`config.mk`:
```
export PLATFORM = sky130hd
export DESIGN_NAME = nibble_serial_addsub_ctrl
export DESIGN_NICKNAME = d
export VERILOG_FILES = /design/src/rtl/nibble_serial_addsub_ctrl.sv
export SDC_FILE = /design/constraint.sdc
export NUM_CORES = 1
export LEC_CHECK = 0
export ABC_AREA = 1
export CAP_MARGIN = 20
export CORE_UTILIZATION = 50
export DETAILED_ROUTE_END_ITERATION = 7
export PLACE_DENSITY = 0.79
export SLEW_MARGIN = 20
export SYNTH_ARGS = -nofsm -noshare
export SYNTH_HDL_FRONTEND = slang
export SYNTH_SLANG_ARGS = --single-unit
```
`constraint.sdc`:
```
create_clock -name clk -period 2.2 [get_ports clk]
set_clock_uncertainty 0.1 [all_clocks]
set_input_delay 0.22 -clock clk [delete_from_list [all_inputs] [get_ports clk]]
set_output_delay 0.22 -clock clk [all_outputs]
set_load 0.05 [all_outputs]
```
`src/rtl/nibble_serial_addsub_ctrl.sv`:
```
// nibble_serial_addsub_ctrl: WIDTH-bit add/sub computed one nibble per cycle through a 4-bit stage
// Operands shift right each RUN cycle; the result fills from the top so it is aligned after NIB steps.
module nibble_serial_addsub_ctrl #(
    parameter int WIDTH = 16
) (
    input  logic             clk,
    input  logic             rst_n,
    input  logic             start_valid,
    output logic             start_ready,
    input  logic             op_sub,
    input  logic [WIDTH-1:0] a,
    input  logic [WIDTH-1:0] b,
    output logic             res_valid,
    input  logic             res_ready,
    output logic [WIDTH-1:0] result,
    output logic             cout,
    output logic             ovf,
    output logic             zero,
    output logic             busy
);
    localparam int NIB = WIDTH / 4;
    localparam int IW = NIB > 1 ? $clog2(NIB) : 1;
    localparam logic [IW-1:0] LAST = IW'(NIB - 1);

    typedef enum logic [1:0] {IDLE, RUN, DONE} state_t;

    state_t           state_q, state_d;
    logic [WIDTH-1:0] a_q, a_d, b_q, b_d, res_q, res_d;
    logic [IW-1:0]    idx_q, idx_d;
    logic             carry_q, carry_d, cout_q, cout_d, ovf_q, ovf_d, zero_q, zero_d;
    logic [4:0]       s5;

    always_comb begin
        s5      = {1'b0, a_q[3:0]} + {1'b0, b_q[3:0]} + {4'b0, carry_q};
        state_d = state_q;
        a_d     = a_q;
        b_d     = b_q;
        res_d   = res_q;
        idx_d   = idx_q;
        carry_d = carry_q;
        cout_d  = cout_q;
        ovf_d   = ovf_q;
        zero_d  = zero_q;
        case (state_q)
            IDLE: if (start_valid) begin
                a_d     = a;
                b_d     = op_sub ? ~b : b;
                carry_d = op_sub;
                idx_d   = '0;
                state_d = RUN;
            end
            RUN: begin
                a_d     = a_q >> 4;
                b_d     = b_q >> 4;
                res_d   = WIDTH'({s5[3:0], res_q} >> 4);
                carry_d = s5[4];
                idx_d   = idx_q + IW'(1);
                if (idx_q == LAST) begin
                    // carry into the MSB differs from carry out exactly on signed overflow
                    cout_d  = s5[4];
                    ovf_d   = a_q[3] ^ b_q[3] ^ s5[3] ^ s5[4];
                    zero_d  = res_d == '0;
                    state_d = DONE;
                end
            end
            DONE: if (res_ready) state_d = IDLE;
            default: state_d = IDLE;
        endcase
    end

    always_ff @(posedge clk) begin
        if (!rst_n) begin
            state_q <= IDLE;
            a_q     <= '0;
            b_q     <= '0;
            res_q   <= '0;
            idx_q   <= '0;
            carry_q <= 1'b0;
            cout_q  <= 1'b0;
            ovf_q   <= 1'b0;
            zero_q  <= 1'b0;
        end else begin
            state_q <= state_d;
            a_q     <= a_d;
            b_q     <= b_d;
            res_q   <= res_d;
            idx_q   <= idx_d;
            carry_q <= carry_d;
            cout_q  <= cout_d;
            ovf_q   <= ovf_d;
            zero_q  <= zero_d;
        end
    end

    assign start_ready = state_q == IDLE;
    assign res_valid   = state_q == DONE;
    assign busy        = state_q != IDLE;
    assign result      = res_q;
    assign cout        = cout_q;
    assign ovf         = ovf_q;
    assign zero        = zero_q;
endmodule
```
### After elaboration in Yosys (flattened, before gate mapping)

Index checks and enable logic that the tools add are counted.

* add/subtract/negate cells: 3
* equality and inequality tests: 6
* multiplexer cells: 13
* bitwise gates (word level): 4
* reduce and logical (&&, ||, !) cells: 7

Operators by type and width (count)
* $pmux 16 s2: 2
* $mux 16: 3
* $logic_not 16->1: 1
* $not 16->16: 1
* $mux 2: 4
* $pmux 2 s3: 1
* $add 4x4->5: 1
* $add 5x1->5: 1
* $eq 2x2->1 const B: 2
* $ne 2x2->1 const B: 2
* $pmux 2 s2: 1
* $reduce_and 2->1: 2
* $reduce_bool 2->1: 2
* $reduce_and 3->1: 1
* $xor 1x1->1: 3
* $add 2x1->2 const B: 1
* $eq 2x1->1 const B: 1
* $logic_not 2->1: 1
* $ne 2x1->1 const B: 1
* $pmux 1 s2: 1
* $mux 1: 1

* register bits: 56
* input port bits: 37
* output and inout bits: 22

### Depth between registers and ports, before layout

Gate-level depths: netlist of the first run.

* word-level depth: 4
* depth in mapped cells: 10

### Least setup slack after synthesis of the first run

OpenSTA, ideal clock, no wires.

* path kind: flip-flop to output port
* start: reg state_q[1]
* end: out busy
* data arrival time: 1.533 ns
* data required time: 1.880 ns
* setup slack: 0.347 ns
* stages on the path, launching flop included: 3
* cells stage by stage: dfxtp_1 > nor2_1 > inv_1

* longest elaborated chain between the ends: 1

Ends and longest elaborated chain
* start: declaration: line 27 `state_t state_q, state_d;`
* start signal: assignment: line 83 `state_q <= state_d;`
* $reduce_bool 2->1: line 97 `assign busy = state_q != IDLE;`
* end: declaration: line 19 `output logic busy`

No other way between the ends.

### Final worst setup path of the first run

Ends and elaborated chain as after synthesis.

==> results of run 1 <==
routing by layer:
metal,global-route usage,vias to the layer above
li1,-,1227
met1,0.255,1066
met2,0.367,77
met3,0.0542,6
met4,0.0587,0
met5,0,-
power groups by stage:
| stage | Clock (mW) | Combinational, mW | Sequential, mW |
|---|---|---|---|
| finish | 0.675 | 0.533 | 1.14 |
| detailed placement | 0 | 0.534 | 1.16 |
| global route | 0.740 | 0.587 | 1.15 |
| floorplan | 0 | 0.274 | 1.24 |
| CTS | 0.684 | 0.535 | 1.14 |
| global placement | 0 | 0.522 | 1.16 |
cell type report:
cell class                 instances  share of cell area
clock buffer                       5              0.0206
clock inverter                     3              0.0127
inverter                          31              0.0351
multi-input combinational        250               0.385
sequential                        56               0.335
tap                               70              0.0262
timing repair buffer              64               0.186
registers in the layout (all words and copies together), names as in the netlist:
name	flops
idx_q	2
b_q	16
a_q	16
cout	1
ovf	1
result	16
zero	1
state_q	2
carry_q	1
cells by family after synthesis:
| logic type | after synthesis | synth area share |
|---|---|---|
| simple gates | 171 | 0.271 |
| buf+inv | 48 | 0.0820 |
| compound gates | 57 | 0.132 |
| xor+xnor | 16 | 0.0534 |
| fa+ha+maj | 6 | 0.0343 |
| flops | 56 | 0.427 |
how the worst max path moves through the flow:
stage,from,endpoint,slack (ns),cells past startpoint
after global placement,a_q[0],zero,0.31,9
after CTS,state_q[1],busy,0.15,3
after global routing,a_q[0],zero,0.07,9
after detailed placement,a_q[0],zero,0.27,9
final,state_q[1],busy,0.16,3
after floorplan,state_q[1],busy,0.35,2
synth_stat cells:
cell and n:
o21ai_0 17, xnor2_1 7, nor2_8 2, fa_1 2, buf_6 2, buf_4 3, dfxtp_1 56, a21oi_1 18
buf_2 6, xor2_1 9, nand3_1 11, buf_1 2, nand2_1 112, o211ai_2 4, inv_1 28, nand4_1 1
nor2_1 41, nand2_2 1, a22oi_1 3, a31oi_1 11, ha_1 4, clkbuf_1 4, or2_2 1, o211ai_1 4
inv_2 2, nand2_4 2, clkinv_2 1
through the flow:
stage               utilization  cell area (um2)
global placement          0.638             3240
floorplan                     -             2620
CTS                       0.660             3350
finish                    0.660             3350
global route              0.660             3350
detailed placement        0.638             3240
worst max-delay path, cell delays in order (launching register included):
cell             delay [ns]
dfxtp_1                0.47
nor2_1                 0.10
inv_1                  0.06
clkdlybuf4s50_1        0.79
==> impl_metrics.yaml, run 1 <==
timing:
  period_share: 0.927
  hold_viol_final: 0
  clock.fmax_mhz: 490
  worst_pin_slew_ns: 0.510
  slew_violations: 0
  setup_viol: 0
  rsz0062_at_grt: "no"
  fin_tns_setup_ns: 0
  relSlewSlack: 0.659
  min_period_ns: 2.04
  setup_slack_ns: 0.160
  timing.hold.ws_ns: 0.352
synth:
  synth_area_leaders: "dfxtp_1 43%, nand2_1 16%, nor2_1 5.9%"
  yosys.area.top_type: "dfxtp_1"
  synth_top_area_frac: 0.427
  ys_ff_latch: 56
  yosys_warnings: 0
  syn_area_mm2: 0.00262
  syn_nets: 397
  avgSynthCellArea_um2: 7.41
  synthDistinctLibCells: 27
  synth_cells: 354
  yosysSeqAreaShare: 0.427
final_layout:
  syn2layout_area_growth_pct: 27.6
  mostFrequentLayoutCells: "112 x nand2_1, 57 x clkdlybuf4s50_1, 56 x dfxtp_1"
  mostFrequentLayoutCell: "nand2_1"
  drive_gt1_frac: 0.0685
  instances_no_fill: 479
  seqCellArea_mm2: 0.00112
  diodes: 0
  multi_input_area_mm2: 0.00129
  layout.nets: 451
  fillers: 461
grt:
  grt_pass1_vias: 2050
  grt_start_max_net_pins: 46
  gr-total-overflow: 0
  grt_use_total: 0.210
  antenna_found_initial: 0
  grt_first_pass_wirelength_um: 9010
clocking:
  path_clk_slew_ns: 0.10
  root_buffer: "clkbuf_8"
  hold_buffers: 0
  cts_tree: "built"
  htreeDepth: 2
  numCtsBuffers: 5
  clk_path_buf_depth: 2
  cts_resized: 0
  clkLatencyLatePin_ns: 0.31
  cts.sinks: 56
  post-cts-setup-buffer-count: 0
critical_path:
  r2r_start: "a_q[0]"
  cp.required_ns: 1.88
  worstSetupPathType: "flop to output pin"
  timing.rr.end: "zero"
  critPathCaptureType: "output pin"
  cp_max_fo: 3
  reg2reg_depth: 9
  crit_arrival_ns: 1.72
  rrSetupSlack_ns: 0.24
  worst_setup_path_start_kind: "flop"
worst_hold_path:
  hp-class: "primary input to flop"
  hold_start: "a[12]"
  min_to: "a_q[12]"
  whs_path_depth: 3
floorplanning:
  die_w_um: 74.4
  ios: 59
  dieArea_mm2: 0.00554
  design.core.area_mm2: 0.00507
  fp-row-count: 26
  start_util: 0.517
  die_height_um: 74.4
power_and_ir_drop:
  internal-power_mw: 1.64
  power_frac_comb: 0.227
  clkPwrFrac: 0.288
  power-per-cell-area_mw_per_mm2: 700
  finalPower_mw: 2.34
  p_switching_mw: 0.703
  seqPwrFrac: 0.485
  irDropWorstVdd_mv: 0.368
  netSwitchingFraction: 0.300
  p_leak_nw: 1.44
placed_design:
  place_ws_ns: 0.266
  dp_hpwl_um: 3710
  gp_congestion: 0.769
  dp.cells: 471
  io_buffers: 58
drt:
  finalWirelength_um: 5340
  dr.pass1.iters: 4
  wl_per_cell_um: 11.2
  wl_met2_um: 2560
  top_layer: "met4"
  drc: 0
  drt-met1-wl_um: 2410
  viasPerCell: 4.96
  drt_iter0_drc: 127
  wl_met3_um: 319
  postRouteAntennaNets: 0
  vias: 2376
status:
  status: "completed"
job:
  drv_cap: 0
Note: power is estimated with default switching activity, not from simulation.
==> inputs of run 2 (changes only) <==
SETUP_SLACK_MARGIN = 0.3   (was not set)
==> run 2 against run 1 <==
Clock power decreased by 0.9%. Critical path depth decreased by 2. Fmax increased by 8.6%. Utilization increased by 0.62 points. First-iteration DRC count increased by 10%. Combinational power increased by 1%. Critical endpoint is now result[4].
==> impl_metrics.yaml, run 2 (synthesis gave the netlist of run 1 again) <==
status:
  status: "completed"
power_and_ir_drop:
  p_leak_nw: 1.50
  power-per-cell-area_mw_per_mm2: 694
  irDropWorstVdd_mv: 0.371
  finalPower_mw: 2.35
drt:
  drt_iter0_drc: 140
  drc: 0
  vias: 2368
  finalWirelength_um: 5400
  wl_per_cell_um: 11.2
  viasPerCell: 4.92
  dr.pass1.iters: 4
  postRouteAntennaNets: 0
grt:
  gr-total-overflow: 0
  grt_pass1_vias: 2050
  grt_use_total: 0.210
  grt_start_max_net_pins: 46
  grt_first_pass_wirelength_um: 9010
  antenna_found_initial: 0
critical_path:
  worst_setup_path_start_kind: "flop"
  rrSetupSlack_ns: 0.33
  critPathSlowestCell: "clkdlybuf4s50_1"
  reg2reg_depth: 9
  critPathBufInv: 1
  cp.required_ns: 1.88
  worstSetupPathType: "flop to output pin"
  cp_max_fo: 4
  timing.rr.end: "zero"
  crit_arrival_ns: 1.56
  critPathCaptureType: "output pin"
  r2r_start: "carry_q"
  critical_path.top_delay_family: "buffers and inverters"
  crit_chain: "clkdlybuf4s50_1"
  max_stage_delay_ns: 0.84
timing:
  hold_viol_final: 0
  timing.hold.ws_ns: 0.353
  worst_pin_slew_ns: 0.510
  fin_tns_setup_ns: 0
  min_period_ns: 1.88
  rsz0062_at_grt: "yes"
  clock.fmax_mhz: 532
  period_share: 0.854
  setup_viol: 0
  relSlewSlack: 0.659
  slew_violations: 0
placed_design:
  gp_congestion: 0.769
  io_buffers: 58
  dp_hpwl_um: 3710
clocking:
  clkLatencyLatePin_ns: 0.31
  cts.sinks: 56
  clk_path_buf_depth: 2
  hold_buffers: 0
  path_clk_slew_ns: 0.10
  htreeDepth: 2
  root_buffer: "clkbuf_8"
  numCtsBuffers: 5
  cts_tree: "built"
job:
  drv_cap: 0
final_layout:
  layout.nets: 453
  diodes: 0
  drive_gt1_frac: 0.0827
  mostFrequentLayoutCells: "112 x nand2_1, 55 x dfxtp_1, 52 x clkdlybuf4s50_1"
  syn2layout_area_growth_pct: 28.8
  mostFrequentLayoutCell: "nand2_1"
worst_hold_path:
  min_to: "a_q[12]"
  hold_start: "a[12]"
  hp-class: "primary input to flop"
  whs_path_depth: 3
floorplanning:
  start_util: 0.517
  design.core.area_mm2: 0.00507
  die_w_um: 74.4
  ios: 59
  fp-row-count: 26
  dieArea_mm2: 0.00554
  die_height_um: 74.4
-- run 2: layout make-up --
cell class                      instances  area (um2)
Timing Repair Buffer                   66         643
Clock inverter                          3        42.5
Clock buffer                            5        68.8
Sequential cell                        56        1120
Inverter                               31         118
Multi-Input combinational cell        250        1300
Tap cell                               70        87.6
Fill cell                             460        1700
-- run 2: worst max-delay path by stage --
stage                    start         to  slack [ns]  depth (start not counted)
global route           carry_q       zero        0.16                          9
detailed placement      a_q[0]       zero        0.27                          9
CTS                     a_q[0]       zero        0.30                          9
floorplan           state_q[1]       busy        0.35                          2
global placement        a_q[0]       zero        0.31                          9
finish               result[4]  result[4]        0.32                          1
-- run 2: where the power goes --
part | leakage (nW) | total, mW | switching, mW | internal [mW]
clock | 0.0541 | 0.669 | 0.332 | 0.337
sequential | 0.460 | 1.14 | 0.0511 | 1.09
combinational | 0.982 | 0.539 | 0.318 | 0.221
-- run 2: repair_timing --
| item | CTS | global route |
|---|---|---|
| gates resized for setup | 3 | 6 |
| setup buffers | 0 | 2 |
| pin swaps | 0 | 6 |
| endpoints found under the setup margin | 3 | 6 |
-- run 2: layer usage --
metal	track usage	vias to the layer above	part of all wire
li1	-	1228	-
met3	0.0542	7	0.051
met5	0	-	0
met4	0.0587	0	0.012
met2	0.367	65	0.48
met1	0.255	1068	0.45
-- run 2: through the flow --
stage	worst slack, ns	cells	utilization	instance area (um2)
detailed placement	0.266	471	0.638	3240
global placement	0.306	471	0.638	3240
global route	0.159	481	0.666	3380
CTS	0.305	479	0.660	3350
finish	0.322	481	0.666	3380
floorplan	0.347	354	-	2620
==> inputs of run 3 (changes only) <==
CORE_UTILIZATION = 40   (was 50)
PLACE_DENSITY = 0.66   (was 0.79)
==> run 3 against run 2 <==
Utilization decreased by 13 points. Die area grew 24%. First-iteration DRC count down 30%. Critical endpoint is now zero. Largest cell class unchanged.
==> impl_metrics.yaml, run 3 (synthesis gave the netlist of run 1 again) <==
floorplanning:
  design.core.area_mm2: 0.00635
  start_util: 0.413
  ios: 59
  fp-row-count: 29
  die_height_um: 83.0
  die_w_um: 83.0
  dieArea_mm2: 0.00689
drt:
  vias: 2339
  drc: 0
  dr.pass1.iters: 5
  viasPerCell: 4.77
  wl_per_cell_um: 11.5
  postRouteAntennaNets: 0
  drt_iter0_drc: 98
  finalWirelength_um: 5630
timing:
  relSlewSlack: 0.662
  min_period_ns: 1.90
  fin_tns_setup_ns: 0
  setup_slack_ns: 0.298
  hold_viol_final: 0
  period_share: 0.865
  clock.fmax_mhz: 526
  setup_viol: 0
  rsz0062_at_grt: "yes"
  slew_violations: 0
  worst_pin_slew_ns: 0.506
grt:
  grt_first_pass_wirelength_um: 9640
  grt_use_total: 0.169
  grt_start_max_net_pins: 30
  gr-total-overflow: 0
  antenna_found_initial: 0
  grt_pass1_vias: 2155
clocking:
  clkLatencyLatePin_ns: 0.31
  cts.sinks: 56
  hold_buffers: 0
  path_clk_slew_ns: 0.10
  htreeDepth: 2
  cts_tree: "built"
  numCtsBuffers: 5
  clk_path_buf_depth: 2
  root_buffer: "clkbuf_8"
critical_path:
  cp_max_fo: 2
  r2r_start: "carry_q"
  cp.required_ns: 2.35
  crit_start: "carry_q"
  setup.worst_path.end: "zero"
  worst_setup_path_start_kind: "flop"
  worstSetupPathType: "flop to flop"
  critPathCaptureType: "flop"
  rrSetupSlack_ns: 0.30
  crit_arrival_ns: 2.05
  reg2reg_depth: 9
  timing.rr.end: "zero"
power_and_ir_drop:
  irDropWorstVdd_mv: 0.347
  p_leak_nw: 1.50
  finalPower_mw: 2.41
  power-per-cell-area_mw_per_mm2: 704
status:
  status: "completed"
final_layout:
  mostFrequentLayoutCells: "112 x nand2_1, 54 x dfxtp_1, 53 x clkdlybuf4s50_1"
  layout.nets: 455
  syn2layout_area_growth_pct: 30.3
  drive_gt1_frac: 0.0896
  mostFrequentLayoutCell: "nand2_1"
  post-route-util: 0.538
  diodes: 0
worst_hold_path:
  hp-class: "primary input to flop"
placed_design:
  io_buffers: 58
  dp_hpwl_um: 4000
  place_ws_ns: 0.263
  gp_congestion: 0.831
job:
  drv_cap: 0
==> run 3: layer usage <==
metal,GRT usage,part of all wire,vias to the layer above
met4,0.0408,0.012,0
met2,0.291,0.47,54
met1,0.216,0.48,1050
met3,0.0348,0.036,7
li1,-,-,1228
met5,0,0,-
==> run 3: critical path, cell delays in order (launching register included) <==
cell     delay [ns]
dfxtp_2        0.34
fa_2           0.40
fa_2           0.45
nor2_1         0.10
nand2_1        0.06
nor2_1         0.10
nand3_1        0.08
nor2_1         0.09
nor2_1         0.04
nor2_1         0.07
==> run 3: area by class of cell <==
| type | count | area [um2] |
|---|---|---|
| clock buffer | 7 | 96.3 |
| inverter | 31 | 119 |
| timing repair buffer | 68 | 656 |
| clock inverter | 1 | 30.0 |
| multi-input combinational | 250 | 1300 |
| fill | 639 | 2930 |
| sequential | 56 | 1120 |
| tap | 77 | 96.3 |
==> run 3: metrics by stage <==
step | std cells | area (um2) | hold slack, ns
6_report | 490 | 3420 | 0.354
2_1_floorplan | 354 | 2620 | 0.267
3_3_place_gp | 480 | 3260 | 0.346
5_1_grt | 490 | 3420 | 0.371
4_1_cts | 488 | 3390 | 0.344
3_5_place_dp | 480 | 3260 | 0.349
==> run 3: worst min path at each step <==
stage / start / end / cells after the start
after detailed placement: cout / cout / 2
final: a[12] / a_q[12] / 3
after global placement: idx_q[0] / idx_q[0] / 1
after floorplan: rst_n / cout / 2
after global routing: a[14] / a_q[14] / 3
after CTS: a[12] / a_q[12] / 3
==> run 3: repair_timing <==
action | CTS | global route
setup buffers | 0 | 2
endpoints found under the setup margin | 4 | 6
pin swaps | 1 | 5
gates resized for setup | 4 | 6
==> run 3: power breakdown <==
group / total (mW) / internal, mW / leakage (nW) / switching (mW)
Sequential: 1.14 / 1.09 / 0.460 / 0.0512
Combinational: 0.542 / 0.224 / 0.978 / 0.318
Clock: 0.728 / 0.402 / 0.0645 / 0.326
Total: 2.41 / 1.71 / 1.50 / 0.696
